===== src/rtl/c1541_head_stepper_if.sv =====
// Signal bundle between the drive logic / track loader side and the head stepper.
// The master drives the stepper phase, motor and write controls; the slave reports head state.
interface c1541_head_stepper_if;
  logic [1:0] stp;
  logic       mtr;
  logic       buff_we;
  logic       disk_change;
  logic       busy;
  logic [6:0] half_track;
  logic       tr00_sense_n;
  logic       save_track;
  logic       settled;

  modport master (
    output stp, mtr, buff_we, disk_change, busy,
    input  half_track, tr00_sense_n, save_track, settled
  );

  modport slave (
    input  stp, mtr, buff_we, disk_change, busy,
    output half_track, tr00_sense_n, save_track, settled
  );
endinterface


===== src/rtl/c1541_head_stepper.sv =====
// Head positioning: decodes stepper phases into a saturating half-track position,
// requests a track save when a dirty track is left, and flags head settling.
module c1541_head_stepper #(
  parameter int TRACK_MAX  = 83,
  parameter int TRACK_INIT = 36,
  parameter int SETTLE_CYC = 96000
) (
  input logic                  clk32,
  input logic                  reset_n,
  c1541_head_stepper_if.slave  bus
);

  localparam int         CW      = $clog2(SETTLE_CYC + 1);
  localparam logic [6:0] HT_MAX  = 7'(TRACK_MAX);
  localparam logic [6:0] HT_INIT = 7'(TRACK_INIT);

  typedef enum logic {S_IDLE, S_PEND} save_state_t;

  save_state_t   r_state;
  save_state_t   w_state_next;
  logic [6:0]    r_half_track;
  logic [1:0]    r_stp;
  logic          r_mtr;
  logic          r_modified;
  logic          r_save_track;
  logic          w_save_next;
  logic [CW-1:0] r_settle_cnt;
  logic          r_settled;

  logic w_step_up;
  logic w_step_dn;
  logic w_step;
  logic w_mod_eff;
  logic w_trigger;

  // Adjacent phase forward/backward is a step; a double jump (xor 2'b10) matches neither.
  assign w_step_up = bus.mtr && (bus.stp == 2'(r_stp + 2'd1));
  assign w_step_dn = bus.mtr && (bus.stp == 2'(r_stp - 2'd1));
  assign w_step    = w_step_up || w_step_dn;
  assign w_mod_eff = r_modified || bus.buff_we;
  assign w_trigger = (w_step || (r_mtr && !bus.mtr)) && w_mod_eff && !bus.disk_change;

  // NOTE: sequential state uses non-blocking (<=) so every register samples pre-edge values;
  // async reset puts all state, including the settle counter, at a known value.
  always_ff @(posedge clk32 or negedge reset_n) begin
    if (!reset_n) begin
      r_half_track <= HT_INIT;
      r_stp        <= 2'd0;
      r_mtr        <= 1'b0;
      r_modified   <= 1'b0;
    end else begin
      r_stp <= bus.stp;
      r_mtr <= bus.mtr;
      if (w_step_up && (r_half_track != HT_MAX)) begin
        r_half_track <= r_half_track + 7'd1;
      end else if (w_step_dn && (r_half_track != 7'd0)) begin
        r_half_track <= r_half_track - 7'd1;
      end
      // A write in the same cycle as a step belongs to the track being left.
      if (bus.disk_change || w_trigger) begin
        r_modified <= 1'b0;
      end else if (bus.buff_we) begin
        r_modified <= 1'b1;
      end
    end
  end

  always_ff @(posedge clk32 or negedge reset_n) begin
    if (!reset_n) begin
      r_settle_cnt <= '0;
      r_settled    <= 1'b1;
    end else if (w_step) begin
      r_settle_cnt <= CW'(SETTLE_CYC - 1);
      r_settled    <= 1'b0;
    end else if (r_settle_cnt != '0) begin
      r_settle_cnt <= r_settle_cnt - CW'(1);
    end else begin
      r_settled    <= 1'b1;
    end
  end

  always_ff @(posedge clk32 or negedge reset_n) begin
    if (!reset_n) begin
      r_state      <= S_IDLE;
      r_save_track <= 1'b0;
    end else begin
      r_state      <= w_state_next;
      r_save_track <= w_save_next;
    end
  end

  // NOTE: defaults first so every path assigns both outputs and no latch is inferred.
  always_comb begin
    w_state_next = r_state;
    w_save_next  = 1'b0;
    unique case (r_state)
      S_IDLE: begin
        if (w_trigger) begin
          // A pulse just issued forces the new request to wait, so pulses never abut.
          if (!bus.busy && !r_save_track) begin
            w_save_next = 1'b1;
          end else begin
            w_state_next = S_PEND;
          end
        end
      end
      S_PEND: begin
        if (bus.disk_change) begin
          w_state_next = S_IDLE;
        end else if (!bus.busy && !r_save_track) begin
          w_save_next  = 1'b1;
          w_state_next = S_IDLE;
        end
      end
      default: w_state_next = S_IDLE;
    endcase
  end

  assign bus.half_track   = r_half_track;
  assign bus.tr00_sense_n = |r_half_track;
  assign bus.save_track   = r_save_track;
  assign bus.settled      = r_settled;

endmodule


===== src/flat_wrapper.sv =====
// flat-port wrapper written by rule: the top's interface ports become plain ports
module c1541_head_stepper_flat 
#(
  parameter int TRACK_MAX  = 83,
  parameter int TRACK_INIT = 36,
  parameter int SETTLE_CYC = 96000
)
  (clk32, reset_n, bus_stp, bus_mtr, bus_buff_we, bus_disk_change, bus_busy, bus_half_track, bus_tr00_sense_n, bus_save_track, bus_settled);
  c1541_head_stepper_if bus_i ();
  input logic clk32;
  input logic reset_n;
  input wire logic [$bits(bus_i.stp)-1:0] bus_stp;
  input wire logic [$bits(bus_i.mtr)-1:0] bus_mtr;
  input wire logic [$bits(bus_i.buff_we)-1:0] bus_buff_we;
  input wire logic [$bits(bus_i.disk_change)-1:0] bus_disk_change;
  input wire logic [$bits(bus_i.busy)-1:0] bus_busy;
  output wire logic [$bits(bus_i.half_track)-1:0] bus_half_track;
  output wire logic [$bits(bus_i.tr00_sense_n)-1:0] bus_tr00_sense_n;
  output wire logic [$bits(bus_i.save_track)-1:0] bus_save_track;
  output wire logic [$bits(bus_i.settled)-1:0] bus_settled;
  assign bus_i.stp = bus_stp;
  assign bus_i.mtr = bus_mtr;
  assign bus_i.buff_we = bus_buff_we;
  assign bus_i.disk_change = bus_disk_change;
  assign bus_i.busy = bus_busy;
  assign bus_half_track = bus_i.half_track;
  assign bus_tr00_sense_n = bus_i.tr00_sense_n;
  assign bus_save_track = bus_i.save_track;
  assign bus_settled = bus_i.settled;
  c1541_head_stepper #(.TRACK_MAX(TRACK_MAX), .TRACK_INIT(TRACK_INIT), .SETTLE_CYC(SETTLE_CYC)) u_core (.clk32(clk32), .reset_n(reset_n), .bus(bus_i));
endmodule

===== config.mk =====
export PLATFORM = sky130hd
export DESIGN_NAME = c1541_head_stepper_flat
export DESIGN_NICKNAME = d
export VERILOG_FILES = /design/src/rtl/c1541_head_stepper_if.sv /design/src/rtl/c1541_head_stepper.sv /design/src/flat_wrapper.sv
export SDC_FILE = /design/constraint.sdc
export NUM_CORES = 1
export LEC_CHECK = 0
export BUFFER_PORTS_ARGS = -buffer_cell sky130_fd_sc_hd__buf_2
export CAP_MARGIN = 20
export CORE_ASPECT_RATIO = 1.2
export CORE_MARGIN = 2
export CORE_UTILIZATION = 55
export DETAILED_ROUTE_END_ITERATION = 7
export GPL_ROUTABILITY_DRIVEN = 0
export GPL_TIMING_DRIVEN = 0
export HOLD_SLACK_MARGIN = 0.03
export PLACE_DENSITY = 0.75
export SYNTH_ARGS = -nofsm -noshare
export SYNTH_HDL_FRONTEND = slang
export SYNTH_SLANG_ARGS = --single-unit

===== constraint.sdc =====
create_clock -name clk32 -period 6.17 [get_ports clk32]
set_clock_uncertainty 0.05 [all_clocks]
set_input_delay 0.9255 -clock clk32 [delete_from_list [all_inputs] [get_ports clk32]]
set_output_delay 0.9255 -clock clk32 [all_outputs]
set_load 0.05 [all_outputs]

==> metrics.md <==
| Metric | Value |
|---|---|
| Area contributors post-synth | dfrtp_1 40%, xnor2_1 7.1%, ha_1 5.8% |
| Via density | 5.644 |
| Max Fanout on Critical Path | 10 |
| Sequential Power Share | 39.6% |
| TritonCTS clock tree | yes |
| Clock-pin slew on the worst setup and hold paths | 0.09 ns |
| CP endpoint kind | flip-flop |
| Post-Syn Area | between 0.0015 and 0.002 mm^2 |
| Synthesis-to-layout area growth | 10.40% |
| Routed wire length | about 3400 um |
| Syn. warnings | 0 |
| Max cap viols | 0 |
| Syn_nets | ~190 |
| Max Clock Freq | 298.9 MHz |
| Post_cts resized | 0 |
| Least-Margin Pin Slew | 0.7490 ns |
| Total negative slack | 0 ns |
| HP Class | flip-flop to flip-flop |
| Synth area leader | dfrtp_1 |
| Root Buffer | clkbuf_4 |
| Critical Path RT | 6.37 ns |
| Syn Inst Count | 172 |
| Post-synth ARST share | 100.0% |
| HPWL after DPL | 2518 um |
| Post-CTS Hold Fix Bufs | 0 |
| Die width | 55.24 um |
| Sw power | 0.0003175 W |
| Final core utilization | 63.18% |
| DIE HEIGHT | 65.49 um |
| Fill cells | 248 |
| IO Pins | 18 |
| P_int | 0.0004098 W |
| Worst skew pair latency | 0.32 ns |
| Power Dens Cells | around 380 mW/mm^2 |
| Setup bufs post-CTS | 0 |
| Critical path arrival | 3.55 ns |
| Layout cells sized above 1 | 20.81% |
| CP Class | input pin to flip-flop |
| GRT Total Usage | 20.84% |
| First-pass GRT wire length | 5823 um |
| Fin nets | 213 |
| Die outline area | 0.003618 mm^2 |
| Sequential Area | ~780 um^2 |
| Footprint of the multi-input gates | 912.1 um^2 |
| WL per Instance | ~15 um |
| Detail Route Antenna Nets | 0 |
| Worst setup SP type | input pin |
| Final setup fails | 0 |
| Syn Area/Cell | just over 10 um^2 |
| Vias in the first global route | ~1,400 |
| Num CTS Buffers | 5 |
| Final Slew Violations | 0 |
| Total vias in the final route | ~1,300 |
| Cell leakage power | 0.7471 nW |
| Status | complete, no violations |
| DRC Markers | 0 |
| Ys flop type | dfrtp_1 |
| Final Hold Fails | 0 |
| Largest net degree at the start of global routing | 32 |
| Core box area | 0.003028 mm^2 |
| Unrepaired setup endpoints after global routing | false |
| Fraction of power spent switching nets | 43.66% |
| H-tree levels | 2 |
| Synth top area share | around two fifths |
| Initial antenna violation count | 0 |
| GR Overflow Total | 0 |
| Number of detailed-route iterations in the first pass | 4 |
| Starting DRT DRC Count | 36 |
| Comb power frac | 45.3% |
| Port Buffers | 17 |
| Clock power share | 15.1% |
| Relative slew slack | 49.65% |
| Clock tree sinks | 31 |
| Period minus WS final | around 3.3 ns |
| Netlist cell types | 40 |
| Number of synthesized flops with an enable pin | 0 |
| Peak supply drop | approximately 0.00035 V |
| Tcrit/Tclk final | 54.23% |
| Clk buf depth | 2 |
| Std cell rows | 22 |
| Diode count | 0 |
| Sequential share of the synthesized area | roughly 45% |
| Starting Density | between 50% and 60% |
| Synthesized flop and latch total | 31 |
[worst paths after layout]
check | cells past startpoint | startpoint | to | slack [ns]
max | 10 | bus_stp[0] | u_core.bus.half_track[6] | 2.82
min | 1 | u_core.bus.save_track | u_core.bus.save_track | 0.41
max reg2reg | 9 | u_core.r_stp[0] | u_core.bus.half_track[6] | 3.14
min reg2reg | 1 | u_core.bus.save_track | u_core.bus.save_track | 0.41
max in group asynchronous | 1 | reset_n | u_core.r_settle_cnt[12] | 5.05
min in group asynchronous | 1 | reset_n | u_core.r_settle_cnt[13] | 0.59
[flip-flops by register name (all words and copies together) (netlist names)]
| register | flops |
|---|---|
| u_core.bus.half_track | 7 |
| u_core.r_state | 1 |
| u_core.r_stp | 2 |
| u_core.bus.settled | 1 |
| u_core.r_settle_cnt | 17 |
| u_core.r_modified | 1 |
| u_core.bus.save_track | 1 |
| u_core.r_mtr | 1 |
[kinds of logic after synthesis]
family	share of synthesized area, %
buffers and inverters	2.383
AND/OR/NAND/NOR	24.98
flip-flops	44.98
AO/OA/AOI/OAI	9.170
XOR/XNOR	9.097
multiplexers	2.455
adder cells (fa/ha/maj)	6.932
[through the flow]
stage | worst slack [ns] | cells | cell area [um^2] | hold WS, ns | total power (W)
2_1_floorplan | 2.949 | 172 | 1733 | 0.4307 | 0.0005421
3_3_place_gp | 2.597 | 225 | 1863 | 0.3879 | 0.0006025
3_5_place_dp | 2.525 | 225 | 1863 | 0.3971 | 0.0006220
4_1_cts | 2.853 | 233 | 1913 | 0.4099 | 0.0007346
5_1_grt | 2.664 | 233 | 1913 | 0.4243 | 0.0007835
6_report | 2.824 | 233 | 1913 | 0.4076 | 0.0007273
[cell usage in the layout (no fill, tap or decap), drive strengths merged, types with 2 or more instances in the layout]
cell type	count
a21oi	6
a311oi	2
and2	2
and4	2
buf	19
clkbuf	9
dfrtp	28
dfstp	3
ha	8
inv	3
mux2	2
mux2i	2
nand2	19
nand2b	3
nand3	7
nor2	13
nor2b	2
nor3	9
nor4	7
o211ai	4
o21ai	9
o21bai	2
or2	2
or3	4
or3b	3
xnor2	14
xor2	4
[worst max-delay path, stage by stage]
cell      delay [ns]
buf_2           0.11
xor2_1          0.16
nand2_1         0.23
or3b_2          0.65
fa_1            0.46
a211oi_1        0.26
o21bai_1        0.13
a21oi_1         0.20
mux2i_1         0.27
xor2_1          0.16
[power groups by stage]
stage	registers [W]	clock network [W]	logic [W]
6_report	0.000288	0.000110	0.000329
5_1_grt	0.000296	0.000124	0.000364
4_1_cts	0.000288	0.000114	0.000332
3_5_place_dp	0.000291	0	0.000331
3_3_place_gp	0.000288	0	0.000314
2_1_floorplan	0.000365	0	0.000177
[layout make-up]
class	instances	share of cell area, %
plain buffers	4	1.570
inverters	3	0.5886
well taps	36	2.354
clock buffers	7	2.354
flip-flops and latches	31	40.75
clock inverters	1	0.2616
multi-input cells	134	47.68
repair buffers	17	4.447
[cells in the mapped netlist (3+ instances only)]
| cell | n |
|---|---|
| dfrtp_1 | 28 |
| nand2_1 | 19 |
| xnor2_1 | 14 |
| nor2_1 | 13 |
| o21ai_0 | 9 |
| ha_1 | 8 |
| nor3_1 | 8 |
| nand3_1 | 7 |
| a21oi_1 | 6 |
| nor4_1 | 5 |
| o211ai_1 | 4 |
| xor2_1 | 4 |
| dfstp_2 | 3 |
| inv_1 | 3 |
| nand2b_1 | 3 |
| or3_2 | 3 |
[metal layers]
layer | wire (um) | up-vias | track usage, % | part of all wire (%)
met5 | 0 | - | 0 | 0
met4 | 45 | 0 | 10.98 | 1.3
met3 | 98 | 4 | 5.512 | 2.9
met2 | 1837 | 20 | 36.76 | 53
met1 | 1455 | 632 | 22.95 | 42
li1 | - | 659 | - | -
Power figures use the tool's default switching activity.
